### src/rtl/ghidich.sv
// Serial-in/serial-out shift register of WIDTH stages.
// A free-running divider advances it once every DIV clk cycles.
module ghidich #(
    parameter int unsigned WIDTH = 8,
    parameter int unsigned DIV   = 50_000_000
) (
    input  logic clk,
    input  logic reset,
    input  logic s_in,
    output logic s_out
);

    localparam int unsigned   CW   = (DIV > 1) ? $clog2(DIV) : 1;
    localparam logic [CW-1:0] LAST = CW'(DIV - 1);

    logic [CW-1:0]    cnt;
    logic             tick;
    logic [WIDTH-1:0] q;

    // With DIV=1 LAST is 0, so tick stays high and cnt never leaves 0.
    assign tick = (cnt == LAST);

    always_ff @(posedge clk or negedge reset) begin
        if (!reset) begin
            cnt <= '0;
        end else if (tick) begin
            cnt <= '0;
        end else begin
            cnt <= cnt + CW'(1);
        end
    end

    always_ff @(posedge clk or negedge reset) begin
        if (!reset) begin
            q <= '0;
        end else if (tick) begin
            q[0] <= s_in;
            for (int unsigned i = 1; i < WIDTH; i++) begin
                q[i] <= q[i-1];
            end
        end
    end

    assign s_out = q[WIDTH-1];

endmodule

### config.mk
export PLATFORM = sky130hd
export DESIGN_NAME = ghidich
export DESIGN_NICKNAME = d
export VERILOG_FILES = /design/src/rtl/ghidich.sv
export SDC_FILE = /design/constraint.sdc
export NUM_CORES = 1
export LEC_CHECK = 0
export CAP_MARGIN = 10
export CORE_MARGIN = 4
export CORE_UTILIZATION = 54
export CTS_CLUSTER_DIAMETER = 200
export DETAILED_ROUTE_END_ITERATION = 10
export PLACE_DENSITY = 0.79
export SLEW_MARGIN = 5
export SYNTH_ARGS = -nofsm -noshare
export SYNTH_HDL_FRONTEND = slang
export SYNTH_SLANG_ARGS = --single-unit
### constraint.sdc
create_clock -name clk -period 1.81 [get_ports clk]
set_clock_uncertainty 0.05 [all_clocks]
set_input_delay 0.362 -clock clk [delete_from_list [all_inputs] [get_ports clk]]
set_output_delay 0.362 -clock clk [all_outputs]
set_load 0.02 [all_outputs]
==> run_results.csv, run 1 <==
group,metric,value,unit
yosys,synth.area.top_cells,"dfrtp_1 54%, xnor2_1 6.1%, mux2_2 5.7%",
clock_tree,clk_pin_slew,0.12,ns
timing,slew_violations,0,
yosys,syn_inst,139,
yosys,ys_ff_latch,34,
die,initial_core_util,0.5717,
grt,grt_pass1_wl,6582,um
worst_setup_path,crit_type,"register to register",
timing,setup_violations,9,
yosys,synthFlopType,"dfrtp_1",
clock_tree,cts.path.max_buffers,2,
detailed_routing,drt_first_pass_iters,4,
timing,final_hold_viol_count,0,
layout,final_layout_size_suffix_gt1_frac,0.3968,
timing,tightest_slew,0.4240,ns
layout,seq_area,850.8,um^2
worst_setup_path,end_kind,"register",
layout,multi_input_area,817.0,um^2
grt,track_usage,0.2161,
outcome,outcome,"finished, violations left",
grt,grt_max_degree,35,
power,finalPower,0.001480,W
timing,period_minus_slack,1.866,ns
grt,grt_pass1_vias,1365,
die,io_pins,4,
timing,worst_slew_margin_rel,0.7173,
grt,antenna_found_initial,0,
clock_tree,cts_tree,"yes",
worst_setup_path,crit_path_cell_trace,"nand4_2 > or4_4 > or4b_4 > a21oi_2",
timing,hold_ws,0.3666,ns
layout,area_growth,37.21,%
timing,rsz0062_at_grt,"yes",
worst_setup_path,crit_path_top_delay_cell,"or4_4",
worst_setup_path,startpoint_type,"register",
die,std_cell_rows,19,
yosys,seq_area_frac_synth,0.5350,
power,p_per_area,678.2,mW/mm^2
yosys,yosys.area.top_type_share,0.5350,
die,core_area,0.002781,mm^2
layout,n_antenna_cell,0,
grt,grt.overflow.total,0,
detailed_routing,wire_per_inst,17.36,um
detailed_routing,wl,3819,um
yosys,synthArstFlopShare,1.000,
layout,nFillCells,158,
detailed_routing,drt_iter0_drc,101,
placed_design,post-place-ws,-0.1184,ns
detailed_routing,drt.antenna.violating_nets,0,
job,drv.max_cap_violation_count,0,
worst_setup_path,cpPeakStageDelay,0.55,ns
yosys,synth.avg_cell_area,11.44,um^2
die,die_h,62.27,um
clock_tree,numCtsBuffers,5,
die,die_w,62.27,um
timing,fin_ws,-0.05601,ns
detailed_routing,remaining_drc_errors,0,
yosys,synth.distinct_cells,34,
layout,final_nets,192,
yosys,netlist_area,0.001590,mm^2
clock_tree,clk_latency,0.34,ns
yosys,synth_edf_count,0,
placed_design,hpwlAfterDp,2482,um
clock_tree,cts_root_buf,"clkbuf_4",
worst_setup_path,cp_max_fo,8,
worst_setup_path,critPathRequiredTime,2.03,ns
placed_design,portBuffers,3,
outcome,violations,"negative setup slack",
detailed_routing,vias_per_cell,6.014,
worst_setup_path,arrival,2.09,ns
worst_hold_path,hold_path.class,"input pin to async pin",
yosys,ys_warn_count,0,
die,die-area,0.003877,mm^2
power,ir_worst_vdd,933.1,uV
placed_design,routabilityCongestion,0.8193,
yosys,synth_top_area_cell,"dfrtp_1",
detailed_routing,num_vias,1323,
clock_tree,htree_num_levels,2,
timing,max_freq,0.5359,GHz
yosys,synth_nets,143,
clock_tree,cts_sinks,34,
power,p_leak,1.015,nW
timing,finalCritPeriodShare,1.031,
[logic make-up (layout without fill, tap and decap cells)]
logic type | count (synthesis) | count (layout) | share of synthesized area
xor gates and xnor gates | 15 | 15 | 0.08261
AOI/OAI and AO/OA | 14 | 14 | 0.05979
DFF | 34 | 34 | 0.5350
buffers and inverters | 7 | 57 | 0.01809
and+or+nand+nor | 57 | 57 | 0.2211
muxes | 11 | 11 | 0.07553
adders and majority gates | 1 | 1 | 0.007867
[cells in the final DEF, fill, tap and decap left out, drive strengths merged, types with 2 or more instances in the layout]
cell	n
buf	41
dfrtp	34
nand3	11
xnor2	11
nor2	10
mux2	8
nand2	7
nand4	7
inv	5
clkbuf	5
o31ai	4
xor2	4
a21oi	4
and4	3
mux2i	3
o21ai	3
clkdlybuf4s50	3
nor4	3
nor3	3
and3	2
or3	2
bufinv	2
nor4b	2
or4	2
[per-stage QoR]
step           TNS, ns  utilization  instances  cell area, um^2
6_report       -0.3089       0.7845        220             2182
5_1_grt        -0.8774       0.7845        220             2182
4_1_cts        -0.1327       0.7634        216             2123
3_5_place_dp    -1.063       0.6910        204             1922
3_3_place_gp   -0.3938       0.6910        204             1922
2_1_floorplan  -0.9797            -        139             1614
[power breakdown]
part           switching [W]  total (W)  internal, W
Sequential                 0   0.000759     0.000759
Clock               0.000269   0.000701     0.000432
Combinational      0.0000144  0.0000196   0.00000520
Total               0.000284    0.00148      0.00120
[synthesized netlist by cell type, types with 2 or more instances]
| cell type | count |
|---|---|
| nor4b_1 | 2 |
| mux2i_1 | 3 |
| o31ai_1 | 4 |
| o21ai_0 | 3 |
| nor2_1 | 10 |
| a21oi_1 | 3 |
| xnor2_1 | 11 |
| nand4_1 | 4 |
| or4_1 | 2 |
| nand4_2 | 3 |
| xor2_1 | 4 |
| or3_2 | 2 |
| dfrtp_1 | 34 |
| and4_1 | 3 |
| nor3_1 | 2 |
| nand3_1 | 11 |
| nand2_1 | 7 |
| mux2_2 | 8 |
| and3_1 | 2 |
| nor4_1 | 3 |
| inv_1 | 5 |
[worst max-delay path: cells and delay by family, from the launching register on]
family          cells  cell delay (ns)
simple gates        3             1.19
flops               1             0.43
compound gates      1             0.12
[layout make-up]
| type | count | share of cell area |
|---|---|---|
| multi-input combinational | 98 | 0.3744 |
| clock buffer | 5 | 0.01720 |
| inverter | 5 | 0.008601 |
| clock inverter | 3 | 0.03154 |
| timing repair buffer | 44 | 0.1606 |
| tap | 31 | 0.01778 |
| sequential | 34 | 0.3899 |
[repair_timing]
action	in CTS	in global routing
buffers inserted	4	6
hold buffers	0	0
gates resized for setup	14	6
pin swaps	0	5
cloned	0	0
endpoints found under the setup margin	16	23
[sequential cells by signal, summed over array words and instances (netlist names)]
signal / flops
q: 8
cnt: 26
[per-layer routing]
| layer | part of all wire | wire, um | vias to the layer above | GRT usage |
|---|---|---|---|---|
| met3 | 0.051 | 194 | 15 | 0.04865 |
| met2 | 0.52 | 1981 | 47 | 0.3718 |
| met5 | 0 | 0 | - | 0 |
| met4 | 0.036 | 136 | 0 | 0.1114 |
| li1 | - | - | 609 | - |
| met1 | 0.39 | 1507 | 652 | 0.2488 |
[worst paths after layout]
kind | endpoint | depth (start not counted) | slack [ns] | from
worst max-delay path | cnt[25] | 4 | -0.06 | cnt[9]
worst min-delay path | cnt[7] | 2 | 0.37 | reset
worst max register to register | cnt[25] | 4 | -0.06 | cnt[9]
worst min register to register | cnt[22] | 1 | 0.43 | cnt[22]
max in group asynchronous | cnt[15] | 2 | 1.03 | reset
min in group clk | cnt[22] | 1 | 0.43 | cnt[22]
No activity file was read; power rests on OpenSTA's default activity.
==> run 2: changes to the inputs <==
--- a/config.mk
+++ b/config.mk
@@ -9,6 +9,7 @@
 export CORE_MARGIN = 4
 export CORE_UTILIZATION = 54
 export CTS_CLUSTER_DIAMETER = 200
+export CTS_CLUSTER_SIZE = 10
 export DETAILED_ROUTE_END_ITERATION = 10
 export PLACE_DENSITY = 0.79
 export SLEW_MARGIN = 5
==> results of run 2 <==
The final DEF is identical to that of run 1; final timing and power are the same.
==> edit 1, RTL diff (flow settings as in run 1) <==
Change the parameter `WIDTH` from 8 to 12.
--- a/src/rtl/ghidich.sv
+++ b/src/rtl/ghidich.sv
@@ -3,3 +3,3 @@
 module ghidich #(
-    parameter int unsigned WIDTH = 8,
+    parameter int unsigned WIDTH = 12,
     parameter int unsigned DIV   = 50_000_000
Formal check against the unedited RTL: same outputs for any inputs over 10 cycles, from zero or initial values and one cycle with reset low; that may be too few to reach the edited logic, so the function may still have changed.
==> edit 1 against run 1 <==
- the run still ends with negative setup slack left
- area after synthesis rose by 13%
- power fell by 1.3%
- setup slack got worse by 63 ps
- design area rose by 9.6%
- sequential power rose by 12%
- sequential cell count rose by 4
- routed wire length rose by 4.2%
- critical endpoint is now q[4]
==> edit 1: results <==
setup_path:
  reg2reg_to: "q[4]"
  critical_path.max_stage_delay_ps: 420
  crit_slowest_cell: "dfrtp_1"
  arrival_ps: 2120
  crit_fanout: 6
  rr_worst_depth: 6
  r2r_start: "cnt[24]"
drt:
  wl_per_cell_um: 16.2
  drtIter0Drc: 179
  num_vias: 1421
yosys:
  yosys.area_share.adder_pct: 0.695
  syn_nets: 166
  ys_seq_area_share_pct: 52.9
  synth.area.mux_share_pct: 9.74
  syn_inst: 162
  synth_common_cells: "dfrtp_1, mux2_2, nand4_1"
  synth_compound_area_share_pct: 5.01
  synth_cell_types: 32
  synth_xor_area_share_pct: 6.82
  synth.area.top_cells: "dfrtp_1, mux2_2, nand4_1, xor2_1, xnor2_1"
final_layout:
  regArea_um2: 951
  buf_share_pct: 14.2
  multi_input_area_share_pct: 39.8
  nets: 204
  top_regs: "cnt: 26 flops, q: 12 flops"
  buffers_excl_clock: 38
  fill_cells: 189
  drive_gt1_share_pct: 41.3
  final_cells: 245
  nMultiInputCombCells: 114
global_route:
  grt_pass1_vias: 1468
  grt_max_degree: 39
pwr:
  ir_drop_mv: 0.656
  powerSeq_w: 0.000849
  switching_share_pct: 21.7
die:
  start_util_pct: 57.5
  coreArea_mm2: 0.00313
clocking:
  post_cts_resize_count: 7
  cts_hold_buf: 1
  post_cts_buffers: 1
run_status:
  status: "finished, violations left"
  violations: "negative setup slack"
placement:
  hpwl_mm: 2.59
  dpl_cell_area_mm2: 0.00212
  place_congestion: 0.917
  place_ws_ps: -107
sta:
  finalSetupViolCount: 15
  holdWs_ps: 454
  fin_ws_ps: -119
==> edit 1: changes by cell type in the layout (fill, tap and decap cells not counted), sizes merged, moves of 3 or more <==
cell	change
buf	-7
dfrtp	+4
mux2	+4
nand4	+5
o21ai	+5
o31ai	-3
xnor2	-5
xor2	+4
==> edit 1: worst max path at each step <==
stage            start  slack (ps)     to  cells past startpoint
6_report       cnt[24]        -120   q[4]                      6
3_3_place_gp   cnt[24]         -60   q[2]                      5
4_1_cts        cnt[24]         -70   q[2]                      5
2_1_floorplan   cnt[7]        -100  q[10]                      6
3_5_place_dp   cnt[11]        -110   q[1]                      5
5_1_grt        cnt[24]        -170   q[2]                      6
==> edit 1: routing by layer <==
metal	global-route usage [%]	vias to the layer above	part of all wire (%)
li1	-	659	-
met1	23.4	705	41
met2	33.9	44	51
met3	5.81	13	4.9
met4	8.55	0	2.2
met5	0	-	0
==> edit 2, RTL diff (flow settings as in run 1) <==
Made on the original files. Register the output `s_out`, without a reset; this adds one clock of latency there.
--- a/src/rtl/ghidich.sv
+++ b/src/rtl/ghidich.sv
@@ -43,3 +43,5 @@
 
-    assign s_out = q[WIDTH-1];
+    always_ff @(posedge clk) begin
+        s_out <= q[WIDTH-1];
+    end
 
Check against the original RTL: no difference found for any inputs over 10 cycles, from zero or initial values and one cycle with reset low; that may be too few to reach the edited logic, so the function may still have changed.
==> edit 2 against run 1 <==
- the run still ends with negative setup slack left
- sequential power rose by 2.9%
- non-clock buffer count fell by 7
- sequential cell count is 1 higher
- hold slack got worse by 21 ps
- power down 7.6%
- routed wire length is 12% lower
- setup slack improved by 8.5 ps
- area after synthesis up 1.3%
- design area is 2.3% lower
- largest power group unchanged
==> edit 2: results <==
global_route:
  grt_pass1_wl_mm: 5.48
  grt_max_degree: 35
  grt_util_all_layers_pct: 17.9
  antenna_found_initial: 0
  grt_pass1_vias: 1256
  grt_overflow_total: 0
final_layout:
  nets: 187
  top_regs: "cnt: 26 flops, q: 8 flops, s_out: 1 flops"
  antennaDiodeCount: 0
  drive_gt1_share_pct: 40.2
run_status:
  violations: "negative setup slack"
  status: "finished, violations left"
yosys:
  yosysWarnings: 0
  synth_cell_types: 35
  synth-async-reset-ratio_pct: 97.1
  syn_nets: 144
  synth_common_cells: "dfrtp_1, nand3_1, xnor2_1"
  synth.area.top_cells: "dfrtp_1, xnor2_1, mux2_2, nand3_1, nand4_2"
  ys_seq_area_share_pct: 54.1
  synth_edf_count: 0
clocking:
  root_buffer: "clkbuf_4"
  cts.clk_slew.worst_paths_ps: 110
  insertion_delay_ps: 350
  clk_path_buf_depth: 2
  cts_buffers: 5
  h-tree-depth: 2
pwr:
  ir_drop_mv: 0.771
  p_leak_nw: 0.996
  switching_power_w: 0.000291
drt:
  wl_per_cell_um: 15.6
  drtPass1Iterations: 4
  drtIter0Drc: 57
  num_vias: 1248
setup_path:
  crit_fanout: 5
  startpoint: "cnt[7]"
  arrival_ps: 2030
min_path:
  holdCritPathClass: "in2async"
sta:
  finalSetupViolCount: 11
  fin_ws_ps: -47.5
  slew_headroom_pct: 69.7
  setup_tns_ps: -345
  hold_violations: 0
placement:
  dpl_cell_area_mm2: 0.00193
  place_ws_ps: -100
  port_buffers: 3
  place_congestion: 0.876
  hpwl_mm: 2.24
edit 2: cell types whose count changed after synthesis, sizes merged:
cell,before,now
dfxtp,0,1
edit 2: worst max-delay path: stages (launching register included):
cell and delay [ps]:
dfrtp_1 430, nor4bb_2 360, nand4_1 210, buf_4 180, buf_4 150, o31ai_2 220
mux2i_1 140
edit 2: power groups by stage:
stage               Clock (W)  Sequential [W]  Combinational [W]
floorplan                   0        0.000797       0.0000000185
global placement            0        0.000796          0.0000199
detailed placement          0        0.000796          0.0000210
CTS                  0.000578        0.000781          0.0000209
global route         0.000621        0.000782          0.0000232
finish               0.000567        0.000781          0.0000193
edit 2: final timing paths:
check / to / cells after the start
min in group clk: s_out / 0
min reg2reg: s_out / 0
max in group asynchronous: cnt[7] / 2
max: cnt[23] / 6
min: cnt[20] / 2
max reg2reg: cnt[23] / 6
edit 2: final cells by class:
type | instances | area [um2]
flip-flops and latches | 35 | 871
fillers | 183 | 673
well taps | 31 | 38.8
clock buffers | 5 | 37.5
clock inverters | 3 | 43.8
multi-input cells | 99 | 825
inverters | 5 | 18.8
repair buffers | 37 | 298
edit 2: kinds of logic (layout without fill, tap and decap cells):
group,count (synthesis),count (layout),share of synthesized area (%)
simple gates,57,58,21.8
flops,35,35,54.1
xor+xnor,15,15,8.16
compound gates,14,14,5.91
mux,11,11,7.46
buf+inv,7,50,1.79
fa+ha+maj,1,1,0.777
edit 2: metrics by stage:
stage	power (W)	hold WS, ps	instances	util, %
2_1_floorplan	0.000797	16.4	140	-
4_1_cts	0.00138	348	213	73.3
3_5_place_dp	0.000818	332	204	69.0
6_report	0.00137	345	215	76.0
3_3_place_gp	0.000816	300	204	69.0
5_1_grt	0.00143	375	215	76.0
edit 2: routing by layer:
| layer | GRT usage, % | share of wire [%] | vias up |
|---|---|---|---|
| met5 | 0 | 0 | - |
| met4 | 11.8 | 4.5 | 0 |
| met3 | 5.40 | 3.6 | 15 |
| met2 | 28.8 | 51 | 26 |
| met1 | 20.6 | 41 | 606 |
| li1 | - | - | 601 |
edit 2: timing repair:
item / CTS / global route
setup buffers: 1 / 1
resized for setup: 6 / 16
cloned: 0 / 1
pin swaps: 1 / 5
setup endpoints to repair: 16 / 18
hold endpoints to repair: 0 / 0
